===== src/rtl/cgia_pkg.sv =====
`default_nettype none
// ============================================================================
// Module      : cgia_pkg
// Description : Shared constants and state encoding for the CGIA video
//               fetcher (Wishbone read master feeding ping-pong line buffers).
// Revision    : 1.0 - initial release
// ============================================================================
package cgia_pkg;

    // Wishbone word-address width and video data width
    localparam int c_adr_w = 23;
    localparam int c_dat_w = 16;

    // Fetcher state encoding
    typedef logic [0:0] cgia_state_t;
    localparam cgia_state_t c_st_idle  = 1'b0;
    localparam cgia_state_t c_st_fetch = 1'b1;

endpackage : cgia_pkg
`default_nettype wire


===== src/rtl/cgia_fetcher.sv =====
`default_nettype none
// ============================================================================
// Module      : cgia_fetcher
// Description : CGIA video DMA engine. Non-pipelined Wishbone classic read
//               master fetching WORDS 16-bit words per scan line into one of
//               two line buffers. Triggered by HSYNC & DEN, pointer reloaded
//               from base_i on VSYNC.
// Revision    : 1.0 - initial release
// ============================================================================
module cgia_fetcher
    import cgia_pkg::*;
#(
    parameter int WORDS = 40,
    parameter int LB_AW = 6,
    parameter int ADR_W = c_adr_w
) (
    input  logic               clk_i,
    input  logic               reset_i,
    input  logic               hsync_i,
    input  logic               den_i,
    input  logic               vsync_i,
    input  logic [ADR_W-1:0]   base_i,
    output logic               cyc_o,
    output logic               stb_o,
    output logic               we_o,
    output logic [ADR_W-1:0]   adr_o,
    input  logic [c_dat_w-1:0] dat_i,
    input  logic               ack_i,
    output logic               lb_we_o,
    output logic               lb_sel_o,
    output logic [LB_AW-1:0]   lb_adr_o,
    output logic [c_dat_w-1:0] lb_dat_o
);

    localparam logic [LB_AW-1:0] c_last_word = LB_AW'(WORDS - 1);

    cgia_state_t          r_state;
    cgia_state_t          w_state_nxt;
    logic [ADR_W-1:0]     r_ptr;
    logic [ADR_W-1:0]     w_ptr;
    logic                 r_rld;      // base_i reload owed, honoured only while idle
    logic                 r_armed;    // one fetch per HSYNC pulse
    logic                 r_cyc;
    logic [LB_AW-1:0]     r_cnt;
    logic                 r_lb_we;
    logic                 r_lb_sel;
    logic [LB_AW-1:0]     r_lb_adr;
    logic [c_dat_w-1:0]   r_lb_dat;
    logic                 w_start;
    logic                 w_last;

    // Effective pointer: a pending reload (reset or VSYNC) shows base_i while idle
    assign w_ptr   = (r_rld && (r_state == c_st_idle)) ? base_i : r_ptr;
    assign w_start = (r_state == c_st_idle) && hsync_i && den_i && r_armed;
    assign w_last  = (r_state == c_st_fetch) && ack_i && (r_cnt == c_last_word);

    // State register
    always_ff @(posedge clk_i or posedge reset_i) begin
        if (reset_i) begin
            r_state <= c_st_idle;
        end else begin
            r_state <= w_state_nxt;
        end
    end

    // Next-state logic: enter on a qualified HSYNC, leave after the last ack
    always_comb begin
        w_state_nxt = r_state;
        case (r_state)
            c_st_idle:  if (w_start) w_state_nxt = c_st_fetch;
            c_st_fetch: if (w_last)  w_state_nxt = c_st_idle;
            default:    w_state_nxt = c_st_idle;
        endcase
    end

    // Bus cycle, pointer, word counter and HSYNC arming
    always_ff @(posedge clk_i or posedge reset_i) begin
        if (reset_i) begin
            r_cyc   <= 1'b0;
            r_ptr   <= '0;
            r_rld   <= 1'b1;
            r_armed <= 1'b1;
            r_cnt   <= '0;
        end else begin
            if (!hsync_i) begin
                r_armed <= 1'b1;
            end
            if (r_state == c_st_idle) begin
                if (w_start) begin
                    r_cyc   <= 1'b1;
                    r_ptr   <= w_ptr;
                    r_cnt   <= '0;
                    r_armed <= 1'b0;
                    r_rld   <= vsync_i;
                end else begin
                    if (r_rld) begin
                        r_ptr <= base_i;
                    end
                    r_rld <= vsync_i;
                end
            end else begin
                if (vsync_i) begin
                    r_rld <= 1'b1;
                end
                if (ack_i) begin
                    r_ptr <= r_ptr + ADR_W'(1);
                    r_cnt <= r_cnt + LB_AW'(1);
                    if (w_last) begin
                        r_cyc <= 1'b0;
                    end
                end
            end
        end
    end

    // Line-buffer write port: one-cycle pulse per acked word, ping-pong select
    always_ff @(posedge clk_i or posedge reset_i) begin
        if (reset_i) begin
            r_lb_we  <= 1'b0;
            r_lb_sel <= 1'b0;
            r_lb_adr <= '0;
            r_lb_dat <= '0;
        end else begin
            r_lb_we <= 1'b0;
            if (w_start) begin
                r_lb_sel <= ~r_lb_sel;
            end
            if ((r_state == c_st_fetch) && ack_i) begin
                r_lb_we  <= 1'b1;
                r_lb_adr <= r_cnt;
                r_lb_dat <= dat_i;
            end
        end
    end

    assign cyc_o    = r_cyc;
    assign stb_o    = r_cyc;
    assign we_o     = 1'b0;
    assign adr_o    = w_ptr;
    assign lb_we_o  = r_lb_we;
    assign lb_sel_o = r_lb_sel;
    assign lb_adr_o = r_lb_adr;
    assign lb_dat_o = r_lb_dat;

endmodule : cgia_fetcher
`default_nettype wire


===== config.mk =====
export PLATFORM = sky130hd
export DESIGN_NAME = cgia_fetcher
export DESIGN_NICKNAME = d
export VERILOG_FILES = /design/src/rtl/cgia_pkg.sv /design/src/rtl/cgia_fetcher.sv
export SDC_FILE = /design/constraint.sdc
export NUM_CORES = 1
export LEC_CHECK = 0
export CAP_MARGIN = 20
export CORE_MARGIN = 5
export CORE_UTILIZATION = 49
export CTS_BUF_LIST = sky130_fd_sc_hd__clkbuf_2
export DETAILED_ROUTE_END_ITERATION = 10
export PLACE_DENSITY = 0.89
export SYNTH_ARGS = -nofsm -noshare
export SYNTH_HDL_FRONTEND = slang
export SYNTH_SLANG_ARGS = --single-unit

===== constraint.sdc =====
create_clock -name clk_i -period 2.3 [get_ports clk_i]
set_input_delay 0.345 -clock clk_i [delete_from_list [all_inputs] [get_ports clk_i]]
set_output_delay 0.345 -clock clk_i [all_outputs]
set_load 0.02 [all_outputs]

==> results of run 1 <==
## final cells by class
type | count | area share [%]
multi-input cells | 311 | 37.5
flip-flops and latches | 57 | 33.5
repair buffers | 109 | 23.2
well taps | 77 | 2.26
clock inverters | 5 | 1.67
clock buffers | 11 | 1.29
inverters | 7 | 0.615
## logic make-up (layout without fill, tap and decap cells)
logic type	after synthesis	in the layout	synth area share (%)
AO/OA/AOI/OAI	55	55	12.1
XOR/XNOR	8	8	2.22
adder cells (fa/ha/maj)	2	2	0.794
buffers and inverters	30	132	4.25
flip-flops	57	57	45.3
multiplexers	6	6	2.06
other	1	1	0.119
AND/OR/NAND/NOR	239	239	33.1
## path summary, 6_finish.rpt
kind                                       from                        to  slack (ns)  cells after the start
max in group asynchronous               reset_i         r_armed$_DFF_PP1_        1.78                      3
min                                     reset_i   lb_dat_o[4]$_DFFE_PP0N_        0.23                      3
min reg2reg                lb_sel_o$_DFFE_PP0P_      lb_sel_o$_DFFE_PP0P_        0.49                      1
min in group clk_i                    dat_i[10]  lb_dat_o[10]$_DFFE_PP0N_        0.37                      3
max                           r_rld$_DFFE_PP1P_                  adr_o[3]        0.11                      5
max reg2reg                   r_state$_DFF_PP0_     r_ptr[12]$_DFFE_PP0P_        0.21                      6
## worst max-delay path: stages, from the launching register on
cell	delay (ns)
dfstp_2	0.56
nor2b_2	0.20
buf_12	0.19
nand2_1	0.06
o21ai_0	0.06
clkdlybuf4s15_1	0.32
## cell usage in the layout, fill, tap and decap left out, types with 3 or more instances in the layout
cell type          n
mux2_2             4
nand2_1          164
dlygate4sd2_1      3
nor4_1             4
a311oi_1           3
nor3_1             5
and3_1             6
o31ai_1            3
nor2_1            20
nand4_1            8
buf_4             14
clkdlybuf4s50_1   70
clkdlybuf4s15_1    4
clkbuf_2          27
a21oi_1            8
xor2_1             5
or2_2              4
inv_1              6
o221ai_1           3
nand2b_1           4
dfrtp_1           55
xnor2_1            3
clkinv_1           3
o22ai_1            3
o21ai_0           15
nand3_1           10
## flip-flops by register name (all words and copies together), names as in the netlist
signal / flops
r_ptr: 23
lb_dat_o: 16
lb_adr_o: 6
r_cnt: 6
cyc_o: 1
lb_sel_o: 1
lb_we_o: 1
r_armed: 1
r_rld: 1
r_state: 1
## through the flow
stage          util, %  hold WS [ns]
2_1_floorplan        -         0.384
3_3_place_gp      66.7         0.456
3_5_place_dp      66.7         0.462
4_1_cts           68.5         0.219
5_1_grt           67.6         0.206
6_report          67.6         0.226
## layer usage
metal / track usage (%) / vias to the layer above / share of wire, %
li1: - / 1532 / -
met1: 26.4 / 1464 / 41
met2: 38.0 / 173 / 47
met3: 6.51 / 27 / 9.1
met4: 7.20 / 0 / 2.8
met5: 0 / - / 0
## power groups by stage
stage          logic (mW)  registers, mW  clock network, mW
4_1_cts              1.32           1.50              0.736
5_1_grt              1.42           1.55              0.798
3_5_place_dp         1.40           1.52                  0
2_1_floorplan       0.718           1.53                  0
6_report             1.29           1.51              0.729
3_3_place_gp         1.37           1.50                  0
## repair_timing
action	in CTS	in global routing
gates resized for setup	26	37
setup endpoints to repair	23	20
hold endpoints to repair	0	0
buffers inserted	1	0
==> flow_summary_export.csv, run 1 <==
group,metric,value,unit
clocking,htreeDepth,3,
floorplan,core,6310,um2
timing,finClkSkew,0.0188,ns
final_layout,final-seq-area,1430,um2
final_layout,fin_nets,542,
yosys,synth_area_per_cell,7.92,um2
global_route,grt_max_degree,58,
power_and_ir_drop,internal_power,2.16,mW
clocking,root_buffer,"clkbuf_2",
timing,max_slew.worst_pin.slew,0.556,ns
power_and_ir_drop,p_leak,2.02,nW
power_and_ir_drop,p_comb_share,36.6,%
placement,numPortBuffers,93,
timing,setup_ws,0.112,ns
yosys,ys.flop_type,"dfrtp_1",
final_layout,syn_to_final_growth,35.5,%
yosys,postSynthRegisterBits,57,
timing,period_share,95.1,%
placement,dpl_worst_slack,0.116,ns
floorplan,dieHeight,90.2,um
clocking,clk_path_buf_depth,2,
power_and_ir_drop,power,3.53,mW
final_layout,multi_input_area,1600,um2
yosys,syn_nets,445,
global_route,grt_pass1_wl,15.1,mm
placement,placed_cells,560,
final_layout,drive_above_1_share,13.0,%
timing,fin_crit,2.19,ns
global_route,grtUsageTotal,22.1,%
setup_path,crit_arrival,1.84,ns
timing,relSlewSlack,62.8,%
power_and_ir_drop,seq_power_share,42.7,%
clocking,clk_pin_slew,0.15,ns
placement,hpwl,6.37,mm
timing,final-setup-viol-count,0,
timing,setup_tns,0,ns
placement,gp_congestion,0.900,
yosys,synth_cell_types,53,
placement,post_dp_cell_area,4210,um2
yosys,yosysTopAreaCell,"dfrtp_1",
timing,maxSlewViolCount,0,
routing,drc,0,
final_layout,fillCellCount,541,
routing,wl,8.82,mm
power_and_ir_drop,switching_share,38.7,%
clocking,cts_tree,"done",
setup_path,required,1.96,ns
routing,firstDrtPassIters,5,
global_route,grt_pass1_vias,3273,
floorplan,floorplan.die_area,8140,um2
routing,vias,3196,
routing,drtAntennaViolNets,0,
final_layout,fin_cells,577,
run,drv_cap,0,
clocking,clock_latency,0.47,ns
routing,via_per_inst,5.54,
setup_path,endpoint_kind,"output pin",
final_layout,diodes,0,
final_layout,final_area,4270,um2
yosys,synth_top_area_share,43.7,%
run_status,status,"finished, final reports clean",
yosys,ys_top_cells_by_count,"nand2_1, dfrtp_1, nor2_1",
yosys,async_reset_ff_share,100,%
yosys,yosys_warnings,0,
timing,rsz0062_at_grt,"no",
global_route,overflow,0,
global_route,antenna_found_initial,0,
yosys,synthTopCellsByArea,"dfrtp_1, nand2_1, nor2_1",
power_and_ir_drop,peakVddDrop,511,uV
floorplan,io_pins,95,
clocking,numClockSinks,57,
yosys,synthCells,398,
floorplan,initial_core_util,49.9,%
power_and_ir_drop,powerDensity,827,nW/um2
clocking,cts_hold_buf,0,
timing,hold_viol,0,
clocking,cts_buffers,9,
timing,fmax,0.457,GHz
worst_hold_path,hold_class,"primary input to async pin",
setup_path,path_max_fanout,23,
floorplan,die_w,90.2,um
yosys,synth_most_common_cell,"nand2_1",
setup_path,cp-start-kind,"flip-flop",
yosys,ys_seq_area_share,45.3,%
power_and_ir_drop,switchingPower,1.36,mW
routing,dr.first_iter.drc_count,312,
yosys,synth_edf_count,0,
setup_path,worst-setup-path-type,"flip-flop to output pin",
routing,wl_per_cell,15.3,um
floorplan,rows,29,
power_and_ir_drop,p_clk_share,20.7,%
yosys,netlist_area,3150,um2
Power figures use the tool's default switching activity.
==> run 2: changes to the inputs <==
--- a/config.mk
+++ b/config.mk
@@ -6,6 +6,7 @@
 export NUM_CORES = 1
 export LEC_CHECK = 0
 export CAP_MARGIN = 20
+export CORE_ASPECT_RATIO = 1.75
 export CORE_MARGIN = 5
 export CORE_UTILIZATION = 49
 export CTS_BUF_LIST = sky130_fd_sc_hd__clkbuf_2
==> constraint.sdc (replaced) <==
create_clock -name clk_i -period 2.3 [get_ports clk_i]
set_input_delay 0.345 -clock clk_i [delete_from_list [all_inputs] [get_ports clk_i]]
set_output_delay 0.345 -clock clk_i [all_outputs]
set_load 0.05 [all_outputs]
==> flow_summary_export.csv, run 2 (synthesized netlist as in run 1, its figures left out) <==
group,metric,value,unit
setup_path,worst-setup-path-type,"flip-flop to output pin",
clocking,cts_tree,"done",
run,drv_cap,0,
clocking,cts_buffers,9,
worst_hold_path,hold_class,"primary input to async pin",
timing,finClkSkew,0.0206,ns
final_layout,drive_above_1_share,16.7,%
placement,gp_congestion,0.986,
global_route,grt_max_degree,58,
final_layout,top_register,"r_ptr",
routing,wl_per_cell,17.2,um
setup_path,crit_arrival,1.88,ns
timing,hold_viol,0,
routing,drc,0,
setup_path,endpoint_kind,"output pin",
floorplan,initial_core_util,50.6,%
final_layout,fin_nets,538,
routing,vias,3412,
timing,period_share,96.7,%
power_and_ir_drop,p_leak,2.11,nW
floorplan,io_pins,95,
timing,fin_crit,2.22,ns
timing,max_slew.worst_pin.slew,0.561,ns
timing,relSlewSlack,62.5,%
run_status,status,"finished, final reports clean",
clocking,clock_latency,0.49,ns
placement,hpwl,6.97,mm
timing,fmax,0.450,GHz
routing,wl,9.91,mm
floorplan,dieHeight,116,um
timing,setup_tns,0,ns
clocking,clk_pin_slew,0.20,ns
timing,maxSlewViolCount,0,
setup_path,cp-start-kind,"flip-flop",
global_route,grt_pass1_vias,3459,
timing,rsz0062_at_grt,"yes",
floorplan,rows,38,
clocking,root_buffer,"clkbuf_2",
clocking,htreeDepth,3,
final_layout,final_common_cell,"nand2_1",
clocking,numClockSinks,57,
global_route,antenna_found_initial,0,
global_route,overflow,0,
global_route,grtUsageTotal,24.9,%
routing,firstDrtPassIters,7,
global_route,grt_pass1_wl,16.2,mm
timing,final-setup-viol-count,0,
floorplan,floorplan.die_area,8200,um2
power_and_ir_drop,powerDensity,960,nW/um2
final_layout,syn_to_final_growth,44.9,%
power_and_ir_drop,power,4.38,mW
final_layout,fillCellCount,416,
power_and_ir_drop,peakVddDrop,700,uV
final_layout,largest_reg_flops,23,
routing,via_per_inst,5.92,
setup_path,path_max_fanout,10,
final_layout,layout_common_cells,"nand2_1, clkdlybuf4s50_1, dfrtp_1",
placement,numPortBuffers,93,
final_layout,final_core_utilization,73.3,%
floorplan,die_w,70.6,um
routing,drtAntennaViolNets,0,
clocking,cts_hold_buf,0,
setup_path,required,1.96,ns
final_layout,diodes,0,
floorplan,core,6230,um2
clocking,clk_path_buf_depth,2,
routing,dr.first_iter.drc_count,294,
## run 2: cell count changes in the layout (fill, tap and decap cells not counted), moves of 4 or more
cell / previous run / this run
buf_12: 2 / 24
buf_4: 14 / 8
clkbuf_2: 27 / 9
clkdlybuf4s15_1: 4 / 0
nand2_1: 164 / 154
nand2_2: 0 / 10
## run 2: stage by stage
step                setup slack (ns)  hold WS, ns  std cells  cell area, um2
floorplan                    -0.0118        0.384        398            3150
global placement               0.338        0.457        559            4400
detailed placement             0.255        0.466        559            4400
CTS                          0.00400        0.177        576            4520
global route                 -0.0532        0.151        576            4570
finish                        0.0762        0.205        576            4570
## run 2: critical path, stage by stage (launching register included)
cell	delay [ns]
dfstp_2	0.65
nor2b_4	0.22
buf_6	0.17
nand2_1	0.08
nand2_1	0.12
buf_12	0.15
## run 2: path summary, 6_finish.rpt
| check | cells past startpoint | startpoint | slack [ns] | end |
|---|---|---|---|---|
| max in group asynchronous | 3 | reset_i | 1.77 | r_armed$_DFF_PP1_ |
| worst min-delay path | 3 | reset_i | 0.20 | r_cnt[4]$_DFFE_PP0P_ |
| worst max-delay path | 5 | r_rld$_DFFE_PP1P_ | 0.08 | adr_o[16] |
| min in group clk_i | 3 | dat_i[11] | 0.35 | lb_dat_o[11]$_DFFE_PP0N_ |
| worst min register to register | 2 | lb_dat_o[1]$_DFFE_PP0N_ | 0.50 | lb_dat_o[1]$_DFFE_PP0N_ |
| worst max register to register | 6 | r_state$_DFF_PP0_ | 0.24 | r_ptr[9]$_DFFE_PP0P_ |
## run 2: timing repair
action / CTS / global route
buffers inserted: 0 / 0
endpoints found under the setup margin: 20 / 23
pin swaps: 0 / 1
gates cloned: 1 / 0
resized for setup: 6 / 16
## run 2: per-layer routing
metal | track usage, % | part of all wire, % | vias to the layer above
met3 | 8.10 | 9.7 | 61
met5 | 0 | 0 | -
met4 | 13.8 | 4.8 | 0
li1 | - | - | 1531
met2 | 42.9 | 51 | 248
met1 | 26.8 | 34 | 1572
## run 2: area by class of cell
cell class	count	area, um2	share of cell area (%)
multi-input combinational	311	1640	35.8
sequential	57	1430	31.3
tap	80	100	2.19
clock inverter	7	55.1	1.21
timing repair buffer	105	1270	27.9
inverter	7	26.3	0.575
clock buffer	9	45.0	0.986
## run 2: power by group
part | internal (mW) | leakage (nW) | switching, mW | total (mW)
clock | 0.151 | 0.0589 | 0.445 | 0.596
sequential | 1.23 | 0.676 | 0.298 | 1.53
combinational | 0.959 | 1.38 | 1.30 | 2.26
